--- config.mk ---
export PLATFORM = sky130hd
export DESIGN_NAME = decode_ctrl_hazard_flat
export DESIGN_NICKNAME = d
export VERILOG_FILES = /design/src/rtl/decode_ctrl_hazard_if.sv /design/src/rtl/decode_ctrl_hazard.sv /design/src/flat_wrapper.sv
export SDC_FILE = /design/constraint.sdc
export NUM_CORES = 1
export LEC_CHECK = 0
export BUFFER_PORTS_ARGS = -buffer_cell sky130_fd_sc_hd__buf_2
export CAP_MARGIN = 20
export CORE_AREA = 2 2 130 132
export CTS_BUF_LIST = sky130_fd_sc_hd__clkbuf_8
export CTS_CLUSTER_DIAMETER = 30
export DETAILED_ROUTE_END_ITERATION = 8
export DIE_AREA = 0 0 132 134
export GPL_TIMING_DRIVEN = 0
export MAX_ROUTING_LAYER = met4
export SYNTH_ARGS = -nofsm -noshare
export SYNTH_HDL_FRONTEND = slang
export SYNTH_SLANG_ARGS = --single-unit
--- constraint.sdc ---
create_clock -name clk -period 2.9 [get_ports clk]
set_clock_uncertainty 0.1 [all_clocks]
set_input_delay 0.435 -clock clk [delete_from_list [all_inputs] [get_ports clk]]
set_output_delay 0.435 -clock clk [all_outputs]
set_load 0.005 [all_outputs]
--- src/rtl/decode_ctrl_hazard_if.sv ---
// decode_ctrl_hazard_if: decode-stage bundle between the decode pipeline
// register, the register file and the ID/EX register.
//
// i_*  : latched instruction, register-file reads, E/M/W result buses
// o_*  : decoded control, extended immediate, forwarded operands, pause
// master drives i_* and observes o_*; slave is the decode control block.
interface decode_ctrl_hazard_if;
  logic [31:0] i_inst;
  logic [31:0] i_rd1;
  logic [31:0] i_rd2;
  logic [31:0] i_aluOutE;
  logic [31:0] i_resM;
  logic [31:0] i_rstW;
  logic        o_regWe;
  logic        o_dMemWe;
  logic        o_sWRD;
  logic        o_sA;
  logic        o_sB;
  logic        o_sByte;
  logic        o_srs;
  logic [3:0]  o_brOP;
  logic [4:0]  o_aluOP;
  logic [4:0]  o_WRA;
  logic [25:0] o_targetPC;
  logic [31:0] o_num;
  logic [31:0] o_rd1;
  logic [31:0] o_rd2;
  logic        o_pause;

  modport master (
    output i_inst, i_rd1, i_rd2, i_aluOutE, i_resM, i_rstW,
    input  o_regWe, o_dMemWe, o_sWRD, o_sA, o_sB, o_sByte, o_srs,
    input  o_brOP, o_aluOP, o_WRA, o_targetPC, o_num,
    input  o_rd1, o_rd2, o_pause
  );

  modport slave (
    input  i_inst, i_rd1, i_rd2, i_aluOutE, i_resM, i_rstW,
    output o_regWe, o_dMemWe, o_sWRD, o_sA, o_sB, o_sByte, o_srs,
    output o_brOP, o_aluOP, o_WRA, o_targetPC, o_num,
    output o_rd1, o_rd2, o_pause
  );
endinterface

--- src/rtl/decode_ctrl_hazard.sv ---
// decode_ctrl_hazard: MIPS-style decode control, immediate extension and
// E/M/W write scoreboard for operand forwarding and one-bubble pauses.
//
// Ports: clk, rst (synchronous, active-high), bus (decode_ctrl_hazard_if
// slave). All bus outputs are combinational from i_* and the scoreboard.
// `define DEC_FORWARD_EN selects forwarding; without it any read of a
// pending destination pauses until the write has left W.
module decode_ctrl_hazard (
  input  logic clk,
  input  logic rst,
  decode_ctrl_hazard_if.slave bus
);

  localparam logic [4:0] ALU_ADD  = 5'd0;
  localparam logic [4:0] ALU_SUB  = 5'd1;
  localparam logic [4:0] ALU_AND  = 5'd2;
  localparam logic [4:0] ALU_OR   = 5'd3;
  localparam logic [4:0] ALU_XOR  = 5'd4;
  localparam logic [4:0] ALU_NOR  = 5'd5;
  localparam logic [4:0] ALU_SLT  = 5'd6;
  localparam logic [4:0] ALU_SLTU = 5'd7;
  localparam logic [4:0] ALU_SLL  = 5'd8;
  localparam logic [4:0] ALU_SRL  = 5'd9;
  localparam logic [4:0] ALU_SRA  = 5'd10;
  localparam logic [4:0] ALU_LUI  = 5'd11;

  localparam logic [3:0] BR_NONE = 4'd0;
  localparam logic [3:0] BR_BEQ  = 4'd1;
  localparam logic [3:0] BR_BNE  = 4'd2;
  localparam logic [3:0] BR_BLEZ = 4'd3;
  localparam logic [3:0] BR_BGTZ = 4'd4;
  localparam logic [3:0] BR_BLTZ = 4'd5;
  localparam logic [3:0] BR_BGEZ = 4'd6;
  localparam logic [3:0] BR_J    = 4'd7;
  localparam logic [3:0] BR_JAL  = 4'd8;
  localparam logic [3:0] BR_JR   = 4'd9;

  typedef struct packed {
    logic [4:0] wra;
    logic       we;
    logic       ld;
  } sb_t;

  logic [5:0]  op;
  logic [5:0]  funct;
  logic [4:0]  rs;
  logic [4:0]  rt;
  logic [4:0]  rd;
  logic [4:0]  sh;
  logic [31:0] sext;
  logic [31:0] zext;

  assign op    = bus.i_inst[31:26];
  assign rs    = bus.i_inst[25:21];
  assign rt    = bus.i_inst[20:16];
  assign rd    = bus.i_inst[15:11];
  assign sh    = bus.i_inst[10:6];
  assign funct = bus.i_inst[5:0];
  assign sext  = {{16{bus.i_inst[15]}}, bus.i_inst[15:0]};
  assign zext  = {16'h0000, bus.i_inst[15:0]};

  logic        reg_we;
  logic        dmem_we;
  logic        s_wrd;
  logic        s_a;
  logic        s_b;
  logic        s_byte;
  logic        srs;
  logic        srt;
  logic        is_load;
  logic [3:0]  br_op;
  logic [4:0]  alu_op;
  logic [4:0]  wra;
  logic [31:0] num;

  always_comb begin
    reg_we  = 1'b0;
    dmem_we = 1'b0;
    s_wrd   = 1'b0;
    s_a     = 1'b0;
    s_b     = 1'b0;
    s_byte  = 1'b0;
    srs     = 1'b0;
    srt     = 1'b0;
    is_load = 1'b0;
    br_op   = BR_NONE;
    alu_op  = ALU_ADD;
    wra     = rd;
    num     = sext;
    case (op)
      6'h00: begin
        reg_we = 1'b1;
        srs    = 1'b1;
        srt    = 1'b1;
        case (funct)
          6'h20, 6'h21: alu_op = ALU_ADD;
          6'h22, 6'h23: alu_op = ALU_SUB;
          6'h24: alu_op = ALU_AND;
          6'h25: alu_op = ALU_OR;
          6'h26: alu_op = ALU_XOR;
          6'h27: alu_op = ALU_NOR;
          6'h2A: alu_op = ALU_SLT;
          6'h2B: alu_op = ALU_SLTU;
          6'h00, 6'h02, 6'h03: begin
            // constant shifts take the amount from the immediate path
            s_a = 1'b1;
            srs = 1'b0;
            num = {27'd0, sh};
            unique case (1'b1)
              funct[1] && funct[0]: alu_op = ALU_SRA;
              funct[1]:             alu_op = ALU_SRL;
              default:              alu_op = ALU_SLL;
            endcase
          end
          6'h04: alu_op = ALU_SLL;
          6'h06: alu_op = ALU_SRL;
          6'h07: alu_op = ALU_SRA;
          6'h08: begin
            reg_we = 1'b0;
            srt    = 1'b0;
            br_op  = BR_JR;
          end
          default: begin
            reg_we = 1'b0;
            srs    = 1'b0;
            srt    = 1'b0;
          end
        endcase
      end
      6'h08, 6'h09, 6'h0A, 6'h0B,
      6'h0C, 6'h0D, 6'h0E, 6'h0F: begin
        s_b    = 1'b1;
        reg_we = 1'b1;
        wra    = rt;
        srs    = 1'b1;
        case (op[2:0])
          3'd0, 3'd1: alu_op = ALU_ADD;
          3'd2: alu_op = ALU_SLT;
          3'd3: alu_op = ALU_SLTU;
          3'd4: alu_op = ALU_AND;
          3'd5: alu_op = ALU_OR;
          3'd6: alu_op = ALU_XOR;
          default: begin
            alu_op = ALU_LUI;
            srs    = 1'b0;
          end
        endcase
        if (op[2]) num = zext;
      end
      6'h23, 6'h20: begin
        s_b     = 1'b1;
        reg_we  = 1'b1;
        s_wrd   = 1'b1;
        is_load = 1'b1;
        wra     = rt;
        srs     = 1'b1;
        s_byte  = (op == 6'h20);
      end
      6'h2B, 6'h28: begin
        s_b     = 1'b1;
        dmem_we = 1'b1;
        srs     = 1'b1;
        srt     = 1'b1;
        s_byte  = (op == 6'h28);
      end
      6'h04, 6'h05: begin
        br_op = op[0] ? BR_BNE : BR_BEQ;
        srs   = 1'b1;
        srt   = 1'b1;
      end
      6'h06, 6'h07: begin
        br_op = op[0] ? BR_BGTZ : BR_BLEZ;
        srs   = 1'b1;
      end
      6'h01: begin
        unique case (1'b1)
          rt == 5'd0: begin
            br_op = BR_BLTZ;
            srs   = 1'b1;
          end
          rt == 5'd1: begin
            br_op = BR_BGEZ;
            srs   = 1'b1;
          end
          default: ;
        endcase
      end
      6'h02: br_op = BR_J;
      6'h03: begin
        br_op  = BR_JAL;
        reg_we = 1'b1;
        wra    = 5'd31;
      end
      default: ;
    endcase
  end

  sb_t sb_e;
  sb_t sb_m;
  sb_t sb_w;
  logic pause;

  function automatic logic hit(input sb_t e, input logic [4:0] r);
    return e.we && (e.wra == r) && (r != 5'd0);
  endfunction

`ifdef DEC_FORWARD_EN
  function automatic logic [31:0] fwd(
    input logic [4:0]  r,
    input logic [31:0] rf
  );
    logic [31:0] v;
    v = rf;
    unique case (1'b1)
      hit(sb_e, r): v = bus.i_aluOutE;
      hit(sb_m, r): v = bus.i_resM;
      hit(sb_w, r): v = bus.i_rstW;
      default:      v = rf;
    endcase
    return v;
  endfunction

  // only a load still in E cannot be forwarded yet
  assign pause = sb_e.ld && ((srs && hit(sb_e, rs)) ||
                             (srt && hit(sb_e, rt)));
  assign bus.o_rd1 = fwd(rs, bus.i_rd1);
  assign bus.o_rd2 = fwd(rt, bus.i_rd2);

  logic unused_sb;
  assign unused_sb = sb_m.ld ^ sb_w.ld;
`else
  function automatic logic busy(input logic [4:0] r);
    return hit(sb_e, r) || hit(sb_m, r) || hit(sb_w, r);
  endfunction

  assign pause = (srs && busy(rs)) || (srt && busy(rt));
  assign bus.o_rd1 = bus.i_rd1;
  assign bus.o_rd2 = bus.i_rd2;

  logic unused_sb;
  assign unused_sb = ^{bus.i_aluOutE, bus.i_resM, bus.i_rstW,
                       sb_e.ld, sb_m.ld, sb_w.ld};
`endif

  assign bus.o_pause    = pause;
  assign bus.o_regWe    = reg_we & ~pause;
  assign bus.o_dMemWe   = dmem_we & ~pause;
  assign bus.o_brOP     = pause ? BR_NONE : br_op;
  assign bus.o_sWRD     = s_wrd;
  assign bus.o_sA       = s_a;
  assign bus.o_sB       = s_b;
  assign bus.o_sByte    = s_byte;
  assign bus.o_srs      = srs;
  assign bus.o_aluOP    = alu_op;
  assign bus.o_WRA      = wra;
  assign bus.o_targetPC = bus.i_inst[25:0];
  assign bus.o_num      = num;

  always_ff @(posedge clk) begin
    if (rst) begin
      sb_e <= '0;
      sb_m <= '0;
      sb_w <= '0;
    end else begin
      sb_w <= sb_m;
      sb_m <= sb_e;
      sb_e <= pause ? '0 : '{wra: wra, we: reg_we, ld: is_load};
    end
  end

endmodule

--- src/flat_wrapper.sv ---
// flat-port wrapper written by rule: the top's interface ports become plain ports
module decode_ctrl_hazard_flat 
  (clk, rst, bus_i_inst, bus_i_rd1, bus_i_rd2, bus_i_aluOutE, bus_i_resM, bus_i_rstW, bus_o_regWe, bus_o_dMemWe, bus_o_sWRD, bus_o_sA, bus_o_sB, bus_o_sByte, bus_o_srs, bus_o_brOP, bus_o_aluOP, bus_o_WRA, bus_o_targetPC, bus_o_num, bus_o_rd1, bus_o_rd2, bus_o_pause);
  decode_ctrl_hazard_if bus_i ();
  input  logic clk;
  input  logic rst;
  input wire logic [$bits(bus_i.i_inst)-1:0] bus_i_inst;
  input wire logic [$bits(bus_i.i_rd1)-1:0] bus_i_rd1;
  input wire logic [$bits(bus_i.i_rd2)-1:0] bus_i_rd2;
  input wire logic [$bits(bus_i.i_aluOutE)-1:0] bus_i_aluOutE;
  input wire logic [$bits(bus_i.i_resM)-1:0] bus_i_resM;
  input wire logic [$bits(bus_i.i_rstW)-1:0] bus_i_rstW;
  output wire logic [$bits(bus_i.o_regWe)-1:0] bus_o_regWe;
  output wire logic [$bits(bus_i.o_dMemWe)-1:0] bus_o_dMemWe;
  output wire logic [$bits(bus_i.o_sWRD)-1:0] bus_o_sWRD;
  output wire logic [$bits(bus_i.o_sA)-1:0] bus_o_sA;
  output wire logic [$bits(bus_i.o_sB)-1:0] bus_o_sB;
  output wire logic [$bits(bus_i.o_sByte)-1:0] bus_o_sByte;
  output wire logic [$bits(bus_i.o_srs)-1:0] bus_o_srs;
  output wire logic [$bits(bus_i.o_brOP)-1:0] bus_o_brOP;
  output wire logic [$bits(bus_i.o_aluOP)-1:0] bus_o_aluOP;
  output wire logic [$bits(bus_i.o_WRA)-1:0] bus_o_WRA;
  output wire logic [$bits(bus_i.o_targetPC)-1:0] bus_o_targetPC;
  output wire logic [$bits(bus_i.o_num)-1:0] bus_o_num;
  output wire logic [$bits(bus_i.o_rd1)-1:0] bus_o_rd1;
  output wire logic [$bits(bus_i.o_rd2)-1:0] bus_o_rd2;
  output wire logic [$bits(bus_i.o_pause)-1:0] bus_o_pause;
  assign bus_i.i_inst = bus_i_inst;
  assign bus_i.i_rd1 = bus_i_rd1;
  assign bus_i.i_rd2 = bus_i_rd2;
  assign bus_i.i_aluOutE = bus_i_aluOutE;
  assign bus_i.i_resM = bus_i_resM;
  assign bus_i.i_rstW = bus_i_rstW;
  assign bus_o_regWe = bus_i.o_regWe;
  assign bus_o_dMemWe = bus_i.o_dMemWe;
  assign bus_o_sWRD = bus_i.o_sWRD;
  assign bus_o_sA = bus_i.o_sA;
  assign bus_o_sB = bus_i.o_sB;
  assign bus_o_sByte = bus_i.o_sByte;
  assign bus_o_srs = bus_i.o_srs;
  assign bus_o_brOP = bus_i.o_brOP;
  assign bus_o_aluOP = bus_i.o_aluOP;
  assign bus_o_WRA = bus_i.o_WRA;
  assign bus_o_targetPC = bus_i.o_targetPC;
  assign bus_o_num = bus_i.o_num;
  assign bus_o_rd1 = bus_i.o_rd1;
  assign bus_o_rd2 = bus_i.o_rd2;
  assign bus_o_pause = bus_i.o_pause;
  decode_ctrl_hazard u_core (.clk(clk), .rst(rst), .bus(bus_i));
endmodule
==> summary.log, run 1 <==
qor: yosys.synth-edff-count 0
qor: yosys.synth-seq-cells 18
qor: clock_tree.cts_tree yes
qor: sta.final_critical_path_setup_slack 85.9 ps
qor: yosys.yosysWarningCount 0
qor: critical_path.worst_setup_path_end_kind output pin
qor: pwr.swShare 0.314
qor: yosys.synthDominantAreaCellType sky130_fd_sc_hd__buf_4
qor: yosys.seq_area_frac_synth 0.140
qor: routing.drc_errors 0
qor: cells_and_area.fillCellCount 1801
qor: pwr.internal-power 621 uW
qor: yosys.netlist_top_cells_area sky130_fd_sc_hd__buf_4 (31%), sky130_fd_sc_hd__dfxtp_1 (14%), sky130_fd_sc_hd__xnor2_1 (5.4%)
qor: sta.grt_setup_unrepaired false
qor: critical_path.crit_path_required_time 2370 ps
qor: pwr.total_switching_power 284 uW
qor: worst_hold_path.hold_path_class flop to flop
qor: global_routing.initial_antenna_violation_count 1
qor: pwr.power.share.clock 0.222
qor: pwr.power_frac_seq 0.299
qor: floorplan.core_area 16300 sq um
qor: yosys.synthDominantCellAreaShare 0.311
qor: clock_tree.root_buffer sky130_fd_sc_hd__clkbuf_8
qor: yosys.syn_area_per_cell 7.62 sq um
qor: sta.layout_min_cycle_time 2810 ps
qor: pwr.vdd_drop_max 121 uV
qor: critical_path.cpLargestDelayFamily simple AND/OR/NAND/NOR gates
qor: cells_and_area.proportion_of_layout_cells_with_a_drive_suffix_above_1 0.591
qor: routing.detail_route.first_pass.iterations 4
qor: critical_path.timing.critical_path.fanout_max 7
qor: floorplan.floorplan.die_area 17700 sq um
qor: yosys.mappedNetlistNets 533
qor: clock_tree.clock_pin_slew_on_the_worst_setup_and_hold_paths 60 ps
qor: sta.timing.final.setup_violations 0
qor: placement.pre_cts_slack -341 ps
qor: placement.post-place-cells 730
qor: critical_path.worstPathBufferInverterCount 2
qor: placement.gp_routability_congestion 0.828
qor: yosys.fraction_of_registers_with_async_set_or_reset_after_synthesis 0
qor: clock_tree.clock_insertion_delay_worst_skew 250 ps
qor: yosys.synth.lib_cells_used.distinct 55
qor: floorplan.die_height 134 um
qor: cells_and_area.multi_input_area 1320 sq um
qor: status.status finished, final reports clean
qor: critical_path.crit_arrival 2280 ps
qor: routing.drt_wirelength 10400 um
qor: global_routing.grt_pass1_wl 15100 um
qor: yosys.synthMostInstantiatedCell sky130_fd_sc_hd__buf_4
qor: yosys.syn_area 2580 sq um
qor: global_routing.grtUsageTotal 0.113
qor: cells_and_area.area_delta_synth_final 47.7%
qor: critical_path.worstSetupStartpointType input port
qor: cells_and_area.seqCellArea 360 sq um
qor: routing.detailroute.via_count 2782
qor: sta.hold_viol 0
qor: global_routing.first_global_vias 2588
qor: clock_tree.clock_sink_count 18
qor: critical_path.worstSetupPathType input port to output pin
qor: critical_path.critical_path.cell_chain buf_2 -> or4_1 -> or3_1 -> o221ai_1 -> nand2_1 -> nor3_1 -> buf_2
qor: routing.final_antenna_net_count 0
qor: run.max_cap_violation_count 0
qor: routing.drt_iter0_drc 92
qor: clock_tree.cts.htree.levels 1
qor: critical_path.cpMaxStageDelayCell sky130_fd_sc_hd__or4_1
qor: routing.routed_wire_length_per_instance 14.1 um
qor: yosys.synthTopCellsByCount sky130_fd_sc_hd__buf_4 (107), sky130_fd_sc_hd__dfxtp_1 (18), sky130_fd_sc_hd__xnor2_1 (16), sky130_fd_sc_hd__xor2_1 (16), sky130_fd_sc_hd__nor2b_1 (15)
qor: floorplan.fp.dieW 132 um
qor: cells_and_area.num-nets-final 709
qor: pwr.power_leakage 1.99 nW
qor: critical_path.cpPeakStageDelay 590 ps
qor: critical_path.critical-path-top-cell-by-count sky130_fd_sc_hd__buf_2
qor: routing.drt-vias-per-instance 3.79
qor: global_routing.maximum_number_of_pins_on_one_net_before_global_route_repair 13
qor: clock_tree.cts-buffers-inserted 3
qor: pwr.p_per_area 237 nW/um^2
qor: sta.fmax 0.355 GHz
qor: sta.timing.setup.tns 0 ps
qor: placement.port_buffers 170
qor: cells_and_area.layout.cells.non_filler 735
qor: sta.max_slew_violation_count 0
qor: floorplan.start_util 0.159
qor: yosys.synthesis.instances 339
qor: pwr.power_frac_comb 0.480
qor: floorplan.num_rows 47
qor: clock_tree.holdBufCountCts 0
qor: placement.detailed_place_hpwl 9110 um
qor: floorplan.design.portCount 338
qor: yosys.ys_dominant_reg_cell sky130_fd_sc_hd__dfxtp_1
qor: sta.final_min_period_over_clock_period 0.970
qor: global_routing.global_route.overflow_total 0
qor: clock_tree.clock_buffer_depth 2
worst paths after layout:
path	startpoint	slack, ps	to	cells after the start
worst min register to register	u_core.sb_e[1]$_SDFF_PP0_	390	u_core.sb_m[1]$_SDFF_PP0_	1
worst max-delay path	bus_i_inst[29]	90	bus_o_brOP[0]	7
worst max register to register	u_core.sb_w[5]$_SDFF_PP0_	990	u_core.sb_e[5]$_SDFF_PP0_	6
worst min-delay path	u_core.sb_e[1]$_SDFF_PP0_	390	u_core.sb_m[1]$_SDFF_PP0_	1
repair_timing:
item,in CTS,in global routing
pin swaps,0,1
gates resized for setup,2,8
cloned,0,0
buffers inserted,0,1
endpoints found under the setup margin,16,18
hold endpoints to repair,0,0
registers in the layout, summed over array words and instances (netlist names):
register / flops
u_core.sb_w: 6
u_core.sb_m: 6
u_core.sb_e: 6
stage by stage:
stage,hold slack [ps],cell area (sq um),total power [mW],utilization
floorplan,352,2580,0.525,-
finish,388,3810,0.904,0.234
global route,406,3810,0.967,0.234
CTS,389,3780,0.912,0.232
detailed placement,378,3720,0.711,0.228
global placement,371,3710,0.709,0.228
worst reg2reg max path, cell delays in order (launching register included):
cell and delay, ps:
sky130_fd_sc_hd__dfxtp_1 330, sky130_fd_sc_hd__xor2_1 160, sky130_fd_sc_hd__nor4_1 390, sky130_fd_sc_hd__a32oi_1 240
sky130_fd_sc_hd__a221oi_4 310, sky130_fd_sc_hd__buf_6 180, sky130_fd_sc_hd__nor4b_1 60
power groups by stage:
stage                     Sequential, mW  Combinational (mW)  Clock (mW)
final                              0.270               0.434       0.200
after global routing               0.271               0.479       0.216
after CTS                          0.270               0.438       0.204
after detailed placement           0.275               0.435           0
after global placement             0.275               0.434           0
after floorplan                    0.273               0.252           0
layout by cell type (no fill, tap or decap), types with 7 or more instances in the layout:
cell                       instances
sky130_fd_sc_hd__buf_2           172
sky130_fd_sc_hd__nor4b_1           9
sky130_fd_sc_hd__nand2b_1          8
sky130_fd_sc_hd__clkbuf_1          9
sky130_fd_sc_hd__o21ai_0          12
sky130_fd_sc_hd__xnor2_1          16
sky130_fd_sc_hd__inv_1            11
sky130_fd_sc_hd__nor3_1            8
sky130_fd_sc_hd__nor2_1            7
sky130_fd_sc_hd__and2_1           11
sky130_fd_sc_hd__xor2_1           16
sky130_fd_sc_hd__dfxtp_1          18
sky130_fd_sc_hd__nor2b_1          15
sky130_fd_sc_hd__nand2_1          14
sky130_fd_sc_hd__buf_4           108
kinds of logic (layout without fill, tap and decap cells):
family,Yosys count,in the layout,synth area share
AOI/OAI and AO/OA,48,48,0.141
xor gates and xnor gates,32,32,0.109
buffers and inverters,136,311,0.363
muxes,1,1,0.00388
DFF,18,18,0.140
other,1,2,0.00145
and+or+nand+nor,103,103,0.242
area by class of cell:
cell class / count / area share
Antenna cell: 1 / 0.000656
Buffer: 123 / 0.234
Clock buffer: 4 / 0.0144
Inverter: 12 / 0.0118
Multi-Input combinational cell: 185 / 0.345
Sequential cell: 18 / 0.0945
Tap cell: 220 / 0.0722
Timing Repair Buffer: 172 / 0.228
metal layers:
layer	share of wire	track usage	vias up
li1	-	-	1394
met1	0.42	0.137	1219
met2	0.46	0.182	165
met3	0.12	0.0435	4
met4	0.0053	0.0139	0
met5	0	-	-
(Power assumes the default switching activity.)
==> run 2: changes to the inputs <==
- CAP_MARGIN: 20 -> 0
- MAX_ROUTING_LAYER: met4 -> not set
- RECOVER_POWER: not set -> 25
==> summary.log, run 2 (synthesis gave the netlist of run 1 again) <==
qor: clock_tree.clock_pin_slew_on_the_worst_setup_and_hold_paths 70 ps [about the same]
qor: floorplan.start_util 0.159 [unchanged]
qor: pwr.power_frac_seq 0.300 [about the same]
qor: routing.drt_wirelength 10300 um [-0.58%]
qor: sta.final_min_period_over_clock_period 0.968 [-0.00226]
qor: cells_and_area.seqCellArea 360 sq um [unchanged]
qor: routing.drt-vias-per-instance 3.78 [about the same]
qor: global_routing.global_route.overflow_total 0 [unchanged]
qor: critical_path.cpMaxStageDelayCell sky130_fd_sc_hd__or4_1
qor: pwr.internal-power 616 uW [-0.66%]
qor: sta.fin_worst_hold_slack 383 ps [-4.44 ps]
qor: floorplan.design.portCount 338 [unchanged]
qor: cells_and_area.fillCellCount 1791 [-0.56%]
qor: cells_and_area.proportion_of_layout_cells_with_a_drive_suffix_above_1 0.583 [-0.00859]
qor: sta.maxSlewHeadroom 0.650
qor: cells_and_area.layout.cells.most_common sky130_fd_sc_hd__buf_2
qor: worst_hold_path.worstHoldStart u_core.sb_m[1]$_SDFF_PP0_
qor: routing.routed_wire_length_per_instance 14.0 um [-0.44%]
qor: worst_hold_path.hold_path_class flop to flop
qor: global_routing.maximum_number_of_pins_on_one_net_before_global_route_repair 17 [+4]
qor: sta.worst_slew_pin_slew 524 ps
qor: cells_and_area.leading_registers_by_flop_count u_core.sb_e (6), u_core.sb_m (6), u_core.sb_w (6)
qor: pwr.power_frac_comb 0.478 [-0.002]
qor: cells_and_area.area_delta_synth_final 46.9%
qor: clock_tree.root_buffer sky130_fd_sc_hd__clkbuf_8
qor: pwr.p_per_area 237 nW/um^2 [-0.11%]
qor: cells_and_area.multi_input_area 1310 sq um [-0.38%]
qor: clock_tree.clock_sink_count 18 [unchanged]
qor: pwr.swShare 0.314 [about the same]
qor: sta.layout_min_cycle_time 2810 ps [-6.56 ps]
qor: critical_path.worstSetupPathType input port to output pin
qor: floorplan.num_rows 47 [unchanged]
qor: routing.detail_route.first_pass.iterations 4 [unchanged]
qor: critical_path.r2r_slack 1050 ps [+60 ps]
qor: global_routing.grt_pass1_wl 15000 um [-0.73%]
qor: pwr.vdd_drop_max 120 uV [-0.93%]
qor: global_routing.grtUsageTotal 0.109 [-0.00422]
qor: sta.timing.final.setup_violations 0 [unchanged]
qor: critical_path.reg2reg_to u_core.sb_e[2]$_SDFF_PP0_
qor: clock_tree.cts_tree yes
qor: pwr.total_switching_power 282 uW [-0.56%]
qor: cells_and_area.finish.utilization 0.233 [-0.00123]
qor: routing.drc_errors 0 [unchanged]
qor: floorplan.floorplan.die_area 17700 sq um [unchanged]
qor: clock_tree.clock_buffer_depth 2 [unchanged]
qor: critical_path.cpPeakStageDelay 590 ps [about the same]
qor: placement.port_buffers 170 [unchanged]
qor: worst_hold_path.min_delay_path_depth 1 [unchanged]
qor: pwr.power_leakage 1.93 nW [-3.2%]
qor: critical_path.critical-path-top-cell-by-count sky130_fd_sc_hd__buf_2
qor: critical_path.length_in_cells_of_the_worst_reg_to_reg_path 6 [unchanged]
qor: run.max_cap_violation_count 0 [unchanged]
qor: clock_tree.cts.htree.levels 1 [unchanged]
qor: pwr.power.share.clock 0.222 [about the same]
qor: routing.detailroute.via_count 2777 [-0.18%]
qor: placement.gp_routability_congestion 0.816 [-1.5%]
qor: routing.drt_iter0_drc 130 [+41%]
qor: sta.fmax 0.356 GHz [+0.23%]
qor: global_routing.first_global_vias 2560 [-1.1%]
qor: placement.detailed_place_hpwl 9060 um [-0.47%]
qor: status.status finished, final reports clean
qor: worst_hold_path.hold_path_end u_core.sb_w[1]$_SDFF_PP0_
qor: critical_path.worst_setup_path_end_kind output pin
qor: global_routing.initial_antenna_violation_count 1 [unchanged]
qor: critical_path.crit_arrival 2270 ps [about the same]
qor: cells_and_area.final_cell_mix sky130_fd_sc_hd__buf_2 (171), sky130_fd_sc_hd__buf_4 (80), sky130_fd_sc_hd__clkbuf_4 (28)
qor: clock_tree.cts-buffers-inserted 3 [unchanged]
qor: cells_and_area.num-nets-final 708 [-0.14%]
qor: floorplan.die_height 134 um [unchanged]
qor: critical_path.crit_path_required_time 2370 ps [about the same]
qor: routing.final_antenna_net_count 0 [unchanged]
qor: clock_tree.holdBufCountCts 0 [unchanged]
qor: floorplan.core_area 16300 sq um [unchanged]
qor: critical_path.worstSetupStartpointType input port
qor: floorplan.fp.dieW 132 um [unchanged]
qor: critical_path.timing.critical_path.fanout_max 7 [unchanged]
qor: sta.max_slew_violation_count 0 [unchanged]
qor: critical_path.critical_path.cell_chain buf_2 -> or4_1 -> or3_1 -> o221ai_1 -> nand2_1 -> nor3_1 -> buf_2
qor: critical_path.cpLargestDelayFamily simple AND/OR/NAND/NOR gates
qor: clock_tree.clock_insertion_delay_worst_skew 250 ps [about the same]
qor: critical_path.worstPathBufferInverterCount 2 [unchanged]
qor: critical_path.regToRegStartpoint u_core.sb_w[5]$_SDFF_PP0_
qor: pwr.post-layout-total-power 899 uW [-0.63%]
qor: sta.hold_viol 0 [unchanged]
-- run 2: cell count changes in the layout (fill, tap and decap cells not counted), sizes merged --
cell    change
clkbuf     +29
buf        -30
-- run 2: worst max path at each step --
stage	from	endpoint	slack, ps	cells after the start
after floorplan	bus_i_inst[3]	bus_o_num[17]	140	8
after global placement	bus_i_inst[3]	bus_o_num[27]	-730	9
after detailed placement	bus_i_inst[3]	bus_o_num[29]	-750	9
after CTS	bus_i_inst[3]	bus_o_num[29]	20	8
after global routing	bus_i_inst[29]	bus_o_pause	-3	8
final	bus_i_inst[29]	bus_o_brOP[0]	90	7
-- run 2: area by class of cell --
cell class,instances,area share
well taps,220,0.0726
plain buffers,123,0.234
flip-flops and latches,18,0.0950
multi-input cells,185,0.345
clock buffers,4,0.0145
repair buffers,171,0.226
diodes,1,0.000660
inverters,12,0.0119
-- run 2: per-layer routing --
metal	routed length [um]	track usage	vias to the layer above
met4	61	0.0139	0
li1	-	-	1390
met1	4200	0.135	1214
met2	4700	0.179	169
met3	1330	0.0476	4
met5	0	0	-
-- run 2: power by group through the flow --
| stage | Sequential (mW) | Combinational (mW) | Clock [mW] |
|---|---|---|---|
| finish | 0.270 | 0.429 | 0.199 |
| global route | 0.271 | 0.475 | 0.216 |
| CTS | 0.270 | 0.438 | 0.205 |
| detailed placement | 0.275 | 0.435 | 0 |
| global placement | 0.275 | 0.434 | 0 |
| floorplan | 0.273 | 0.252 | 0 |
-- run 2: metrics by stage --
stage / instance area, sq um / setup WS [ps] / TNS (ps) / instances
final: 3790 / 92.5 / 0 / 734
after global routing: 3790 / -2.54 / -2.54 / 733
after CTS: 3770 / 25.0 / 0 / 732
after detailed placement: 3710 / -748 / -11840 / 729
after global placement: 3710 / -727 / -11530 / 729
after floorplan: 2580 / 140 / 0 / 339
-- run 2: what timing repair did --
| item | in CTS | in global routing |
|---|---|---|
| gates cloned | 0 | 0 |
| setup endpoints to repair | 16 | 23 |
| pin swaps | 0 | 2 |
| resized for setup | 2 | 2 |
| buffers inserted | 0 | 1 |
